===== src/rtl/top_alu_interface.sv =====
// Switch-loaded ALU wrapper: two buttons pick a target register and load it
// from the switches; the ALU result drives the LEDs continuously.
module top_alu_interface #(
    parameter int NB_OP   = 6,
    parameter int NB_DATA = 8
) (
    input  logic               clk,
    input  logic               i_reset,
    input  logic [NB_DATA-1:0] switches,
    input  logic               btn_select,
    input  logic               btn_set,
    output logic [NB_DATA-1:0] leds
);

    typedef enum logic [1:0] {
        SEL_A  = 2'd0,
        SEL_B  = 2'd1,
        SEL_OP = 2'd2
    } sel_t;

    localparam logic [NB_OP-1:0] OP_ADD = NB_OP'(6'b100000);
    localparam logic [NB_OP-1:0] OP_SUB = NB_OP'(6'b100010);
    localparam logic [NB_OP-1:0] OP_AND = NB_OP'(6'b100100);
    localparam logic [NB_OP-1:0] OP_OR  = NB_OP'(6'b100101);
    localparam logic [NB_OP-1:0] OP_XOR = NB_OP'(6'b100110);
    localparam logic [NB_OP-1:0] OP_NOR = NB_OP'(6'b100111);
    localparam logic [NB_OP-1:0] OP_SRA = NB_OP'(6'b000011);
    localparam logic [NB_OP-1:0] OP_SRL = NB_OP'(6'b000010);

    logic [NB_DATA-1:0] r_a;
    logic [NB_DATA-1:0] r_b;
    logic [NB_OP-1:0]   r_op;
    sel_t               r_sel;
    logic               r_prev_select;
    logic               r_prev_set;

    logic               w_select_press;
    logic               w_set_press;
    logic [NB_DATA-1:0] w_alu;

    // Rising-edge detect against the live input; buttons are already synchronous.
    assign w_select_press = btn_select & ~r_prev_select;
    assign w_set_press    = btn_set & ~r_prev_set;

    always_ff @(posedge clk or negedge i_reset) begin
        if (!i_reset) begin
            r_prev_select <= 1'b0;
            r_prev_set    <= 1'b0;
        end else begin
            r_prev_select <= btn_select;
            r_prev_set    <= btn_set;
        end
    end

    // Load uses the pre-advance target when both buttons fire together.
    always_ff @(posedge clk or negedge i_reset) begin
        if (!i_reset) begin
            r_sel <= SEL_A;
            r_a   <= '0;
            r_b   <= '0;
            r_op  <= '0;
        end else begin
            if (w_set_press) begin
                case (r_sel)
                    SEL_A:   r_a  <= switches;
                    SEL_B:   r_b  <= switches;
                    SEL_OP:  r_op <= switches[NB_OP-1:0];
                    default: ;
                endcase
            end
            if (w_select_press) begin
                case (r_sel)
                    SEL_A:   r_sel <= SEL_B;
                    SEL_B:   r_sel <= SEL_OP;
                    SEL_OP:  r_sel <= SEL_A;
                    default: r_sel <= SEL_A;
                endcase
            end
        end
    end

    always_comb begin
        w_alu = '0;
        case (r_op)
            OP_ADD:  w_alu = r_a + r_b;
            OP_SUB:  w_alu = r_a - r_b;
            OP_AND:  w_alu = r_a & r_b;
            OP_OR:   w_alu = r_a | r_b;
            OP_XOR:  w_alu = r_a ^ r_b;
            OP_NOR:  w_alu = ~(r_a | r_b);
            OP_SRA:  w_alu = $signed(r_a) >>> r_b;
            OP_SRL:  w_alu = r_a >> r_b;
            default: w_alu = '0;
        endcase
    end

    assign leds = w_alu;

endmodule


===== config.mk =====
export PLATFORM = sky130hd
export DESIGN_NAME = top_alu_interface
export DESIGN_NICKNAME = d
export VERILOG_FILES = /design/src/rtl/top_alu_interface.sv
export SDC_FILE = /design/constraint.sdc
export NUM_CORES = 1
export LEC_CHECK = 0
export CAP_MARGIN = 10
export CORE_MARGIN = 4
export CORE_UTILIZATION = 60
export CTS_CLUSTER_DIAMETER = 120
export DETAILED_ROUTE_END_ITERATION = 6
export PLACE_DENSITY = 0.82
export SLEW_MARGIN = 20
export SYNTH_ARGS = -nofsm -noshare
export SYNTH_HDL_FRONTEND = slang
export SYNTH_SLANG_ARGS = --single-unit

===== constraint.sdc =====
create_clock -name clk -period 8.8 [get_ports clk]
set_input_delay 1.76 -clock clk [delete_from_list [all_inputs] [get_ports clk]]
set_output_delay 1.76 -clock clk [all_outputs]
set_load 0.02 [all_outputs]

; Yosys cells after proc, flatten, opt, wreduce, memory -nomap -nowiden
; Index checks and enable logic that the tools add are counted.
; W data, S select, Z words.
[word_totals]
word_cells = 34
romBits = 0
memories = 0
latchBits = 0
mem_bits_rw = 0
register_bits = 26
[op_classes]
order_cmp = 0
n_eq_ne = 10
div = 0
bitwise = 8
mul = 0
n_reduce_logical = 4
mux = 2
n_addsub = 2
shift = 2
[op_table]
columns = operator, n
row1 = $pmux W8 S8, 1
row2 = $eq A6 B6 Y1 const B, 6
row3 = $eq A6 B2 Y1 const B, 2
row4 = $add A8 B8 Y8, 1
row5 = $and A8 B8 Y8, 1
row6 = $not A8 Y8, 1
row7 = $or A8 B8 Y8, 1
row8 = $shr A8 B8 Y8, 1
row9 = $sshr A8 B8 Y8, 1
row10 = $sub A8 B8 Y8, 1
row11 = $xor A8 B8 Y8, 1
row12 = $reduce_and A2 Y1, 3
row13 = $pmux W2 S2, 1
row14 = $and A1 B1 Y1, 2
row15 = $eq A2 B1 Y1 const B, 1
row16 = $eq A2 B2 Y1 const B, 1
row17 = $logic_not A2 Y1, 1
row18 = $not A1 Y1, 2

; Depth between registers and ports, before layout
[depth]
ltp_word = 3
ltp_mapped = 12
ltp_nobuf = 10

; Worst setup path before layout
; Ideal clock, no wire load.
[synth_timing]
path_type = register to output
startpoint = register r_b[1]
endpoint = output leds[3]
t_arrival_ns = 2.986
stages_incl_launch_ff = 11
path_slack_ns = 4.054
path_cell_list = dfrtp_1 -> buf_2 -> clkbuf_1 -> inv_1 -> ha_1 -> mux2_2 -> inv_1 -> ha_1 -> nor2b_1 -> o31a_1 -> o311ai_0
[synth_via]
elab_chain_len = 2
elab_cells_between_ends = 5
cone_classes = 2 x add/sub / 2 x shift / 1 x mux
[synth_rtl]
columns = item, line_no
row1 = "start, declared", 31  ; logic [NB_DATA-1:0] r_b;
row2 = "start signal, assigned", 66  ; SEL_B: r_b <= switches;
row3 = $sub A8 B8 Y8 (tied with other cells), 86  ; OP_SUB: w_alu = r_a - r_b;
row4 = $pmux W8 S8 (*), 84  ; case (r_op)
row5 = "end, declared", 12  ; output logic [NB_DATA-1:0] leds
; Every way passes the cells marked *; elsewhere a longest branch is shown, timed or not.

; Worst setup path in the final report
[layout_timing]
startpoint = register r_op[1]
endpoint = output leds[5]
[layout_via]
elab_chain_len = 2
elab_cells_between_ends = 9
cone_classes = 8 x eq/ne / 1 x mux
[layout_rtl]
columns = item, line_no
row1 = "start, declared", 32  ; logic [NB_OP-1:0] r_op;
row2 = "start signal, assigned", 67  ; SEL_OP: r_op <= switches[NB_OP-1:0];
row3 = $eq A6 B2 Y1 / $eq A6 B6 Y1 (equally long branches), 84
row4 = $pmux W8 S8 (*), 84
; Marks and branches as above.

==> flow_summary.json <==
{
  "status": "completed",
  "fin_crit_sh": 0.662,
  "vdd_ir_drop_max_mv": 0.215,
  "rows": 23,
  "cts.hold.buffers_added": 0,
  "regToRegStartpoint": "r_sel[1]",
  "critPathLaunchType": "flop",
  "skew_ps": 2.03,
  "grt_start_max_net_pins": 27,
  "min_path_cells": 1,
  "ys_async_sr_fraction": 1.00,
  "antennaDiodeCount": 0,
  "synthFlopType": "dfrtp_1",
  "p_int_mw": 0.588,
  "drv_slew": 0,
  "ys_seq_area_frac": 0.255,
  "route.detailed.drc": 0,
  "die_x_um": 73.2,
  "ff2ff_path_depth": 3,
  "cp.arrival_ps": 4070,
  "cts_buffers": 3,
  "synth-warning-count": 0,
  "synth_area_mm2": 0.00255,
  "nets": 354,
  "start_util": 0.628,
  "num_vias": 2322,
  "fin_ws_ps": 2970,
  "tns_ps": 0,
  "antenna_found_initial": 0,
  "pwr-share-comb": 0.661,
  "power.leakage_nw": 1.19,
  "htreeDepth": 1,
  "p_seq_frac": 0.272,
  "hold_path_class": "reg2reg",
  "pre_cts_slack_ps": 3320,
  "cts_tree": "done",
  "grt_pass1_wl_um": 10700,
  "synth_fp_nets": 340,
  "postCtsSetupBuffers": 0,
  "dieArea_mm2": 0.00535,
  "synth_enable_flop_cells": 0,
  "grt_pass1_vias": 2230,
  "min_period_ps": 5830,
  "ctsResizeCount": 0,
  "reg2reg_to": "r_b[0]",
  "power.switching_mw": 0.581,
  "cts.clk_slew.worst_paths_ps": 90,
  "wirelength_um": 6090,
  "path_class": "reg2out",
  "grt_setup_unrepaired": "false",
  "hold-worst-slack_ps": 544,
  "max_freq_ghz": 0.172,
  "die_h_um": 73.2,
  "avgSynthCellArea_um2": 8.41,
  "clkPwrFrac": 0.067,
  "grt_overflow": 0,
  "dr.pass1.iters": 5,
  "fillers": 346,
  "drt-wirelength-per-cell_um": 16.7,
  "ios": 20,
  "maxCapViolCount": 0,
  "r2r_setup_slack_ps": 7150,
  "switching_share": 0.497,
  "post-dp-hpwl_um": 4600,
  "setup_viol": 0,
  "syn2layout_area_growth_pct": 10.4,
  "worstSetupStartpoint": "r_op[1]",
  "syn_inst": 303,
  "relSlewSlack": 0.342,
  "hold_viol_final": 0,
  "worstPathRequired_ps": 7040,
  "ant_nets": 0,
  "hp-start": "r_op[5]",
  "p_per_area_mw_per_mm2": 415,
  "vias_per_cell": 6.34,
  "cts_root_buf": "clkbuf_8",
  "core-area_mm2": 0.00406,
  "port-buffer-count": 19,
  "setup.worst_path.end": "leds[5]",
  "cp_max_fo": 23,
  "end_kind": "primary output",
  "drtIter0Drc": 283,
  "clock-sinks": 26,
  "track_usage": 0.254,
  "clk_path_buf_depth": 2,
  "ys_ff_latch": 26,
  "gp_congestion": 1.03,
  "clkLatencyLatePin_ps": 280,
  "synth.distinct_cells": 56,
  "drive_gt1_frac": 0.0823,
  "tightest_slew_ps": 983
}
==> synthesized netlist by cell type (2+ instances only) <==
| cell | n | area, µm² |
|---|---|---|
| nand2_1 | 34 | 128 |
| o21ai_0 | 30 | 150 |
| dfrtp_1 | 26 | 651 |
| ha_1 | 24 | 300 |
| nor2_1 | 23 | 86.3 |
| inv_1 | 18 | 67.6 |
| a21oi_1 | 14 | 70.1 |
| xnor2_1 | 13 | 114 |
| mux2_2 | 12 | 135 |
| mux2i_1 | 12 | 120 |
| clkbuf_1 | 7 | 26.3 |
| nor3_1 | 7 | 35.0 |
| a211oi_1 | 5 | 37.5 |
| nand3_1 | 5 | 25.0 |
| nand4_1 | 5 | 31.3 |
| o21a_1 | 5 | 37.5 |
| or3_1 | 5 | 31.3 |
| buf_2 | 4 | 20.0 |
| nand2b_1 | 4 | 25.0 |
| o31a_1 | 4 | 35.0 |
| a21o_1 | 3 | 22.5 |
| a221o_1 | 3 | 30.0 |
| nor2b_1 | 3 | 18.8 |
| and3_1 | 2 | 12.5 |
| mux4_2 | 2 | 45.0 |
| nor3b_2 | 2 | 25.0 |
| xor2_1 | 2 | 17.5 |
==> power by group through the flow <==
stage                     logic (mW)  registers, mW  clock network (mW)
after floorplan                0.655          0.230                   0
after global routing           0.876          0.329              0.0861
final                          0.772          0.318              0.0788
after detailed placement       0.760          0.315                   0
after global placement         0.736          0.315                   0
after CTS                      0.770          0.312              0.0807
==> worst max-delay path, stage by stage (launching register included) <==
cell             delay (ps)
dfrtp_1                 990
and3_1                  450
mux2_2                  400
inv_1                    60
ha_1                    220
nor2b_1                 140
o31a_1                  280
o21a_1                  180
or3_1                   310
a31o_1                  220
clkdlybuf4s50_1         530
==> routing by layer <==
metal  vias to the layer above  track usage  part of all wire
met5                         -            0                 0
met4                         0        0.102             0.024
met3                        17       0.0344             0.075
met2                        97        0.389              0.44
met1                      1078        0.360              0.46
li1                       1130            -                 -
==> through the flow <==
| stage | area, µm² | power [mW] | cells | utilization |
|---|---|---|---|---|
| floorplan | 2550 | 0.885 | 303 | - |
| global placement | 2760 | 1.05 | 362 | 0.680 |
| detailed placement | 2760 | 1.07 | 362 | 0.680 |
| CTS | 2810 | 1.16 | 366 | 0.693 |
| global route | 2810 | 1.29 | 366 | 0.693 |
| finish | 2810 | 1.17 | 366 | 0.693 |
==> area by class of cell <==
cell class                 instances  area, µm²  share of cell area
tap                               50       62.6              0.0222
sequential                        26        651               0.231
clock buffer                       4       55.1              0.0196
multi-input combinational        246       1770               0.629
timing repair buffer              21        205              0.0729
inverter                          19       71.3              0.0253
==> placed cells by master, fill, tap and decap left out, drive strengths merged, types with 5 or more instances in the layout <==
| cell | n |
|---|---|
| mux2i | 12 |
| nor3 | 7 |
| mux2 | 12 |
| ha | 24 |
| nor2 | 23 |
| o21ai | 30 |
| nand3 | 5 |
| inv | 18 |
| a211oi | 5 |
| a21oi | 14 |
| nand2 | 34 |
| or3 | 5 |
| xnor2 | 13 |
| dfrtp | 26 |
| nand4 | 5 |
| o21a | 5 |
| clkdlybuf4s50 | 19 |
==> sequential cells by signal, summed over array words and instances, names as in the netlist <==
register,flops
r_sel,2
r_op,6
r_a,8
r_prev_set,1
r_b,8
r_prev_select,1
==> how the worst min path moves through the flow <==
stage,endpoint,slack [ps]
global route,r_op[5],580
CTS,r_op[5],550
finish,r_op[5],540
global placement,r_op[5],520
detailed placement,r_op[5],530
floorplan,r_op[5],490
==> kinds of logic (layout without fill, tap and decap cells) <==
family	after synthesis	after routing	synth area share
and+or+nand+nor	100	100	0.196
AOI/OAI and AO/OA	80	80	0.203
buffers and inverters	31	44	0.0506
muxes	26	26	0.118
DFF	26	26	0.255
adders and majority gates	25	25	0.126
xor gates and xnor gates	15	15	0.0515
Note: power is estimated with default switching activity, not from simulation.
